$ cat src/rtl/mesh_input_port.sv
// ---------------------------------------------------------------------------
// mesh_input_port
//
// Input-port unit for one side (L, E, W, N, S) of a mesh NoC router.
// Incoming flits are buffered in a DEPTH-deep circular FIFO. A three-state
// FSM (IDLE -> ROUTE -> SEND) computes an XY-routing direction for the head
// flit, registers it, and presents the head flit to the switch.
//
// Parameters
//   WIDTH   flit width (>= 2*COORD_W+1)
//   DEPTH   FIFO entries (power of two, >= 2)
//   COORD_W bits per destination coordinate
//   MY_X    this router's X coordinate
//   MY_Y    this router's Y coordinate
//
// Ports
//   clk       system clock, rising edge
//   rst       asynchronous active-low reset
//   Write     push request for in_flit
//   in_flit   incoming flit: [WIDTH-1]=valid, [2*COORD_W-1:COORD_W]=dest Y,
//             [COORD_W-1:0]=dest X
//   full      FIFO holds DEPTH flits (combinational from count)
//   Read      switch accepts out_flit this cycle
//   out_flit  head flit (mem[rd_ptr])
//   out_valid out_flit / out_dir valid (FSM in SEND)
//   out_dir   one-hot route: [0]=L [1]=E [2]=W [3]=N [4]=S
//   ovf_cnt   count of rejected pushes, saturating at 255
//
// Handshake: the port offers a flit while out_valid=1; a transfer happens
// on a rising edge where out_valid=1 and Read=1. Read while out_valid=0 has
// no effect. On the push side, a flit with its valid bit set is taken on a
// rising edge where Write=1 and full=0; otherwise it is dropped.
//
// Build option: define MESH_PORT_OVF_CNT_EN to build the overflow counter;
// without it ovf_cnt is a constant zero.
// ---------------------------------------------------------------------------
module mesh_input_port #(
    parameter int WIDTH   = 8,
    parameter int DEPTH   = 4,
    parameter int COORD_W = 2,
    parameter int MY_X    = 0,
    parameter int MY_Y    = 0
) (
    input  logic             clk,
    input  logic             rst,
    input  logic             Write,
    input  logic [WIDTH-1:0] in_flit,
    output logic             full,
    input  logic             Read,
    output logic [WIDTH-1:0] out_flit,
    output logic             out_valid,
    output logic [4:0]       out_dir,
    output logic [7:0]       ovf_cnt
);

    localparam int PW = $clog2(DEPTH);
    localparam int CW = PW + 1;

    localparam logic [CW-1:0]      DEPTH_C = CW'(DEPTH);
    localparam logic [COORD_W-1:0] MY_X_C  = COORD_W'(MY_X);
    localparam logic [COORD_W-1:0] MY_Y_C  = COORD_W'(MY_Y);

    localparam logic [1:0] IDLE  = 2'd0;
    localparam logic [1:0] ROUTE = 2'd1;
    localparam logic [1:0] SEND  = 2'd2;

    localparam logic [4:0] DIR_L = 5'b00001;
    localparam logic [4:0] DIR_E = 5'b00010;
    localparam logic [4:0] DIR_W = 5'b00100;
    localparam logic [4:0] DIR_N = 5'b01000;
    localparam logic [4:0] DIR_S = 5'b10000;

    logic [WIDTH-1:0]   mem [DEPTH];
    logic [PW-1:0]      wr_ptr;
    logic [PW-1:0]      rd_ptr;
    logic [CW-1:0]      count;
    logic [CW-1:0]      count_nx;
    logic [1:0]         state;
    logic [1:0]         state_nx;
    logic [4:0]         dir_q;
    logic [4:0]         route;
    logic [COORD_W-1:0] dest_x;
    logic [COORD_W-1:0] dest_y;
    logic               push;
    logic               pop;

    assign full      = (count == DEPTH_C);
    assign out_flit  = mem[rd_ptr];
    assign out_valid = (state == SEND);
    assign out_dir   = dir_q;

    // A push is decided on the count before the edge, so a pop in the same
    // cycle does not free a slot for a push arriving while full.
    assign push = Write && in_flit[WIDTH-1] && !full;
    assign pop  = (state == SEND) && Read;

    assign count_nx = count + CW'(push) - CW'(pop);

    // ------------------------------------------------------------------
    // Storage and pointers
    // ------------------------------------------------------------------
    always_ff @(posedge clk) begin
        if (push) begin
            mem[wr_ptr] <= in_flit;
        end
    end

    always_ff @(posedge clk or negedge rst) begin
        if (!rst) begin
            wr_ptr <= '0;
            rd_ptr <= '0;
            count  <= '0;
        end else begin
            if (push) begin
                wr_ptr <= wr_ptr + PW'(1);
            end
            if (pop) begin
                rd_ptr <= rd_ptr + PW'(1);
            end
            count <= count_nx;
        end
    end

    // ------------------------------------------------------------------
    // XY routing of the head flit: X is resolved before Y.
    // ------------------------------------------------------------------
    assign dest_x = out_flit[COORD_W-1:0];
    assign dest_y = out_flit[2*COORD_W-1:COORD_W];

    always_comb begin
        route = DIR_L;
        if (dest_x > MY_X_C) begin
            route = DIR_E;
        end else if (dest_x < MY_X_C) begin
            route = DIR_W;
        end else if (dest_y > MY_Y_C) begin
            route = DIR_S;
        end else if (dest_y < MY_Y_C) begin
            route = DIR_N;
        end
    end

    // ------------------------------------------------------------------
    // Control FSM. ROUTE is a dedicated cycle so the direction is taken
    // from a settled head flit and held stable for all of SEND.
    // ------------------------------------------------------------------
    always_comb begin
        state_nx = state;
        case (state)
            IDLE: begin
                if (count != '0) begin
                    state_nx = ROUTE;
                end
            end
            ROUTE: begin
                state_nx = SEND;
            end
            SEND: begin
                if (Read) begin
                    state_nx = (count_nx != '0) ? ROUTE : IDLE;
                end
            end
            default: begin
                state_nx = IDLE;
            end
        endcase
    end

    always_ff @(posedge clk or negedge rst) begin
        if (!rst) begin
            state <= IDLE;
            dir_q <= '0;
        end else begin
            state <= state_nx;
            if (state == ROUTE) begin
                dir_q <= route;
            end
        end
    end

    // ------------------------------------------------------------------
    // Overflow counter (optional)
    // ------------------------------------------------------------------
`ifdef MESH_PORT_OVF_CNT_EN
    logic       reject;
    logic [7:0] ovf_q;

    assign reject = Write && in_flit[WIDTH-1] && full;

    always_ff @(posedge clk or negedge rst) begin
        if (!rst) begin
            ovf_q <= '0;
        end else if (reject && (ovf_q != 8'hFF)) begin
            ovf_q <= ovf_q + 8'd1;
        end
    end

    assign ovf_cnt = ovf_q;
`else
    assign ovf_cnt = 8'h00;
`endif

endmodule
$ cat config.mk
export PLATFORM = sky130hd
export DESIGN_NAME = mesh_input_port
export DESIGN_NICKNAME = d
export VERILOG_FILES = /design/src/rtl/mesh_input_port.sv
export SDC_FILE = /design/constraint.sdc
export NUM_CORES = 1
export LEC_CHECK = 0
export CAP_MARGIN = 5
export CELL_PAD_IN_SITES_DETAIL_PLACEMENT = 0
export CELL_PAD_IN_SITES_GLOBAL_PLACEMENT = 2
export CORE_AREA = 2 2 76 85
export CTS_CLUSTER_DIAMETER = 120
export CTS_CLUSTER_SIZE = 40
export DETAILED_ROUTE_END_ITERATION = 7
export DIE_AREA = 0 0 78 87
export PLACE_DENSITY = 0.7
export SYNTH_ARGS = -nofsm -noshare
export SYNTH_HDL_FRONTEND = slang
export SYNTH_SLANG_ARGS = --single-unit
$ cat constraint.sdc
create_clock -name clk -period 2.2 [get_ports clk]
set_input_delay 0.33 -clock clk [delete_from_list [all_inputs] [get_ports clk]]
set_output_delay 0.33 -clock clk [all_outputs]
set_load 0.03 [all_outputs]
Yosys cells after proc, flatten, opt, wreduce, memory -nomap -nowiden
Memory sizes are Yosys's and may differ from the RTL's. Index checks and enable logic that the tools add are counted.

RAM bits: 32. Flip-flop bits (word level): 14. Memories: 1. Bits in latches: 0. Output and inout port bits: 23. Word-level logic and storage cells: 37. Memory bits (read-only): 0. Bits of input ports: 12.

Memories: mem (words 4, bits a word 8, rd ports 1, clocked after Yosys merged registers in 0, write ports 1, line 73) `logic [WIDTH-1:0] mem [DEPTH];`.

$mul: 0. Mux-type cells: 10. Divide/modulo/power cells: 0. Bitwise gates (word level): 0. Equality and inequality tests: 5. Reduce and logical (&&, ||, !) cells: 8. Order comparisons: 4. Shift-type cells: 0. $add $sub $neg: 4.

Operators by type and width (count): $mux 5 (3); $pmux 2 s3 (1); $reduce_bool 3->1 (2); $add 2x1->2 const B (2); $gt 2x1->1 const B (2); $lt 2x1->1 const B (2); $mux 2 (2); $mux 4 (1); $ne 2x2->1 const B (2); $add 3x1->3 (1); $eq 3x3->1 const B (1); $logic_and 1x1->1 (3); $mux 1 (3); $sub 3x1->3 (1); $eq 2x1->1 const B (1); $eq 2x2->1 const B (1); $logic_not 2->1 (1); $reduce_and 2->1 (1); $logic_not 1->1 (1).

Longest topological paths before layout
Word-level depth: 9. Mapped depth: 10. Gate-level depth less buffers: 10.

Worst setup path before layout
Ideal clock, no wire load.

Path type: reg2reg. From: register count[0]. To: register state[0]. Setup time: 0.119 ns. Arrival time: 2.088 ns. Cell stages (with the launch flop): 11. Buffers on the path: 0. Slack: -0.007 ns. Clock period less this slack: 2.207 ns. Required time: 2.081 ns. Cells stage by stage: dfrtp_1 -> nor2_1 -> a21oi_1 -> inv_1 -> ha_1 -> inv_1 -> ha_1 -> fa_1 -> xnor2_1 -> xnor2_1 -> o21a_1.

Cells in the longest elaborated chain, start to end: 9. Elaborated cells between the ends (all ways): 12. Those cells by class: 2 x add/sub; 2 x eq/ne; 3 x mux; 5 x reduce/logical.

Ends and longest elaborated chain: start: declaration (line 76) `logic [CW-1:0] count;`; start signal: assignment (line 120) `count <= count_nx;`; $eq 3x3->1 (line 87) `assign full = (count == DEPTH_C);`; $logic_not 1->1 (line 94) `assign push = Write && in_flit[WIDTH-1] && !full;`; $logic_and 1x1->1 (line 94); $add 3x1->3 * (line 97) `assign count_nx = count + CW'(push) - CW'(pop);`; $sub 3x1->3 * (line 97); named net count_nx[2] (line 77) `logic [CW-1:0] count_nx;`; $reduce_bool 3->1 * (line 160) `state_nx = (count_nx != '0) ? ROUTE : IDLE;`; $mux 1 * (line 160); $mux 2 * (line 159) `if (Read) begin`; $pmux 2 s3 * (line 149) `case (state)`; end signal: assignment (line 174) `state <= state_nx;`; end: declaration (line 78) `logic [1:0] state;`.

The timed path passes the listed nets; every way through them passes the cells marked *. The select of a mux whose other input is x is not followed. A chain may end at the register's enable or synchronous reset.

Final worst setup path
Ends and elaborated chain as after synthesis.

==> reports/metrics.yaml <==
run_status:
  outcome: "finished clean"
routing:
  drtIter0Drc: 17
  final_antenna_net_count: 0
  vias: 968
  wirelength_um: 3070
  viasPerCell: 4.30
  wire_per_inst_um: 13.6
  drc: 0
  first_pass_iters: 4
synthesis:
  ys_warn_count: 0
  syn_inst: 110
  yosysMostFrequentCell: "edfxtp_1"
  synth_top_cell_by_area: "edfxtp_1"
  ys_top_cells_by_area: "edfxtp_1 (51%), dfrtp_1 (16%), mux4_1 (8.3%)"
  synth_top_area_frac: 0.507
  synth_area_um2: 1900
  synth-main-ff-cell: "edfxtp_1"
  synth_edf_count: 32
  avgSynthCellArea_um2: 17.2
  ys_types: 27
  yosysSeqAreaShare: 0.665
  yosys-top-cells-count: "edfxtp_1 (32), dfrtp_1 (12), buf_4 (10)"
  ys_ff_latch: 44
  ys_async_sr_fraction: 0.273
worst_setup_path:
  cp_top_family: "adder cells"
  path_buf_inv: 2
  cp-start-kind: "flop"
  max_stage_delay_ns: 0.41
  endpoint_kind: "flop"
  crit_chain: "nor2_2 -> a21oi_2 -> inv_1 -> ha_4 -> inv_2 -> ha_4 -> fa_2 -> xnor2_2 -> xnor2_1 -> o21a_1"
  cp_data_arrival_time_ns: 2.32
  worst-path-max-fanout: 3
  cp_slowest_cell: "dfrtp_1"
  worstPathRequired_ns: 2.39
  crit_top_cell: "ha_4"
  path_depth: 10
  worst-setup-path-type: "flop to flop"
  reg2reg_depth: 10
timing:
  hold_viol: 0
  worstMarginPinSlew_ns: 0.585
  finClkSkew_ns: 0.00576
  fin_crit_ns: 2.13
  finalMaxSlewViolations: 0
  fin_crit_sh: 0.968
  max_freq_mhz: 470
  tns_ns: 0
  setup_ws_ns: 0.0701
  rsz0062_at_grt: "no"
  slew-limit-headroom: 0.609
  setup_viol: 0
clocking:
  cts_buffers: 5
  cts.sinks: 44
  clk_pin_slew_ns: 0.08
  clock_path_buffers: 2
  cts-root-buf: "clkbuf_8"
  clkLatencyLatePin_ns: 0.29
  h-tree-depth: 2
  postCtsHoldBufs: 0
  cts_tree: "built"
die:
  ios: 35
  start_util: 0.316
  core_um2: 6010
  std_cell_rows: 30
  die_height_um: 87
  die_x_um: 78
  die_area_um2: 6790
placement:
  gp_congestion: 0.649
  numPortBuffers: 24
  hpwl_um: 2210
  place_ws_ns: -0.339
global_routing:
  antenna_found_initial: 0
  grt_pass1_vias: 995
  grt_max_degree: 14
  grt_pass1_wl_um: 4910
  grt_use_total: 0.0991
  gr-total-overflow: 0
cells_and_area:
  diodes: 0
  fill_cells: 584
  syn_to_final_growth_pct: 24.0
  drive_gt1_frac: 0.193
  nets: 164
  utilization: 0.391
power:
  leakage_nw: 0.912
  ir_drop_uv: 451
  pwr_density_cell_nw_per_um2: 1260
worst_hold_path:
  hold_path.class: "input port to flop"
  min_path_cells: 2
flow_run:
  maxCapViolations: 0
## cell families (layout without fill, tap and decap cells)
logic type | Yosys count | count (layout) | synth area share
mux | 10 | 10 | 0.119
flops | 44 | 44 | 0.665
fa+ha+maj | 7 | 7 | 0.0502
compound gates | 6 | 6 | 0.0290
buf+inv | 19 | 45 | 0.0614
other cells | 1 | 10 | 0.00198
simple gates | 18 | 18 | 0.0502
xor+xnor | 5 | 5 | 0.0231
## cells in the final DEF, fill, tap and decap left out, types with 2 or more instances in the layout
cell / n
edfxtp_1: 32
clkdlybuf4s50_1: 14
dfrtp_1: 12
conb_1: 10
dlygate4sd2_1: 8
buf_4: 7
mux4_1: 6
inv_1: 6
and2_1: 5
nand2_1: 5
clkbuf_8: 5
ha_1: 4
xnor2_1: 3
nor2_1: 3
mux4_2: 2
mux2_2: 2
ha_4: 2
dlymetal6s2s_1: 2
## what timing repair did
item | CTS | global route
setup buffers | 0 | 0
pin swaps | 0 | 6
setup endpoints to repair | 9 | 1
gates resized for setup | 9 | 8
## registers in the layout (all words and copies together), names as in the netlist
name and cells:
count 3, state 2, rd_ptr 2, out_dir 3, wr_ptr 2, mem 32
## path summary, 6_finish.rpt
check	from	to	slack, ns
setup / recovery	count[0]$_DFF_PN0_	state[0]$_DFFE_PN0P_	0.07
hold / removal	in_flit[7]	mem[3][7]$_DFFE_PP_	0.37
setup reg to reg	count[0]$_DFF_PN0_	state[0]$_DFFE_PN0P_	0.07
hold reg to reg	out_dir[4]$_DFFE_PN0N_	out_dir[4]$_DFFE_PN0N_	0.48
max in group asynchronous	rst	rd_ptr[0]$_DFFE_PN0P_	1.41
min in group asynchronous	rst	count[2]$_DFF_PN0_	0.41
## metrics by stage
stage / cells / hold slack [ns] / power, W / instance area, um2
CTS: 225 / 0.424 / 0.00294 / 2310
finish: 225 / 0.374 / 0.00295 / 2350
detailed placement: 218 / 0.475 / 0.00252 / 2240
global route: 225 / 0.398 / 0.00314 / 2350
global placement: 218 / 0.474 / 0.00249 / 2240
floorplan: 119 / 0.0344 / 0.00207 / 1930
## layout make-up
| type | count | area (um2) | share of cell area |
|---|---|---|---|
| Clock buffer | 5 | 68.8 | 0.0293 |
| Clock inverter | 2 | 12.5 | 0.00532 |
| Inverter | 7 | 26.3 | 0.0112 |
| Multi-Input combinational cell | 56 | 593 | 0.252 |
| Sequential cell | 44 | 1260 | 0.537 |
| Tap cell | 80 | 100 | 0.0426 |
| Timing Repair Buffer | 31 | 288 | 0.122 |
## power breakdown
group / switching [W] / internal, W
clock network: 0.000261 / 0.000215
logic: 0.000684 / 0.000589
registers: 0.000130 / 0.00107
## per-layer routing
metal	wire length, um	global-route usage	up-vias
li1	-	-	452
met3	189	0.0353	6
met2	1630	0.172	24
met5	0	0	-
met1	1190	0.108	486
met4	59	0.0478	0
(Power assumes the default switching activity.)
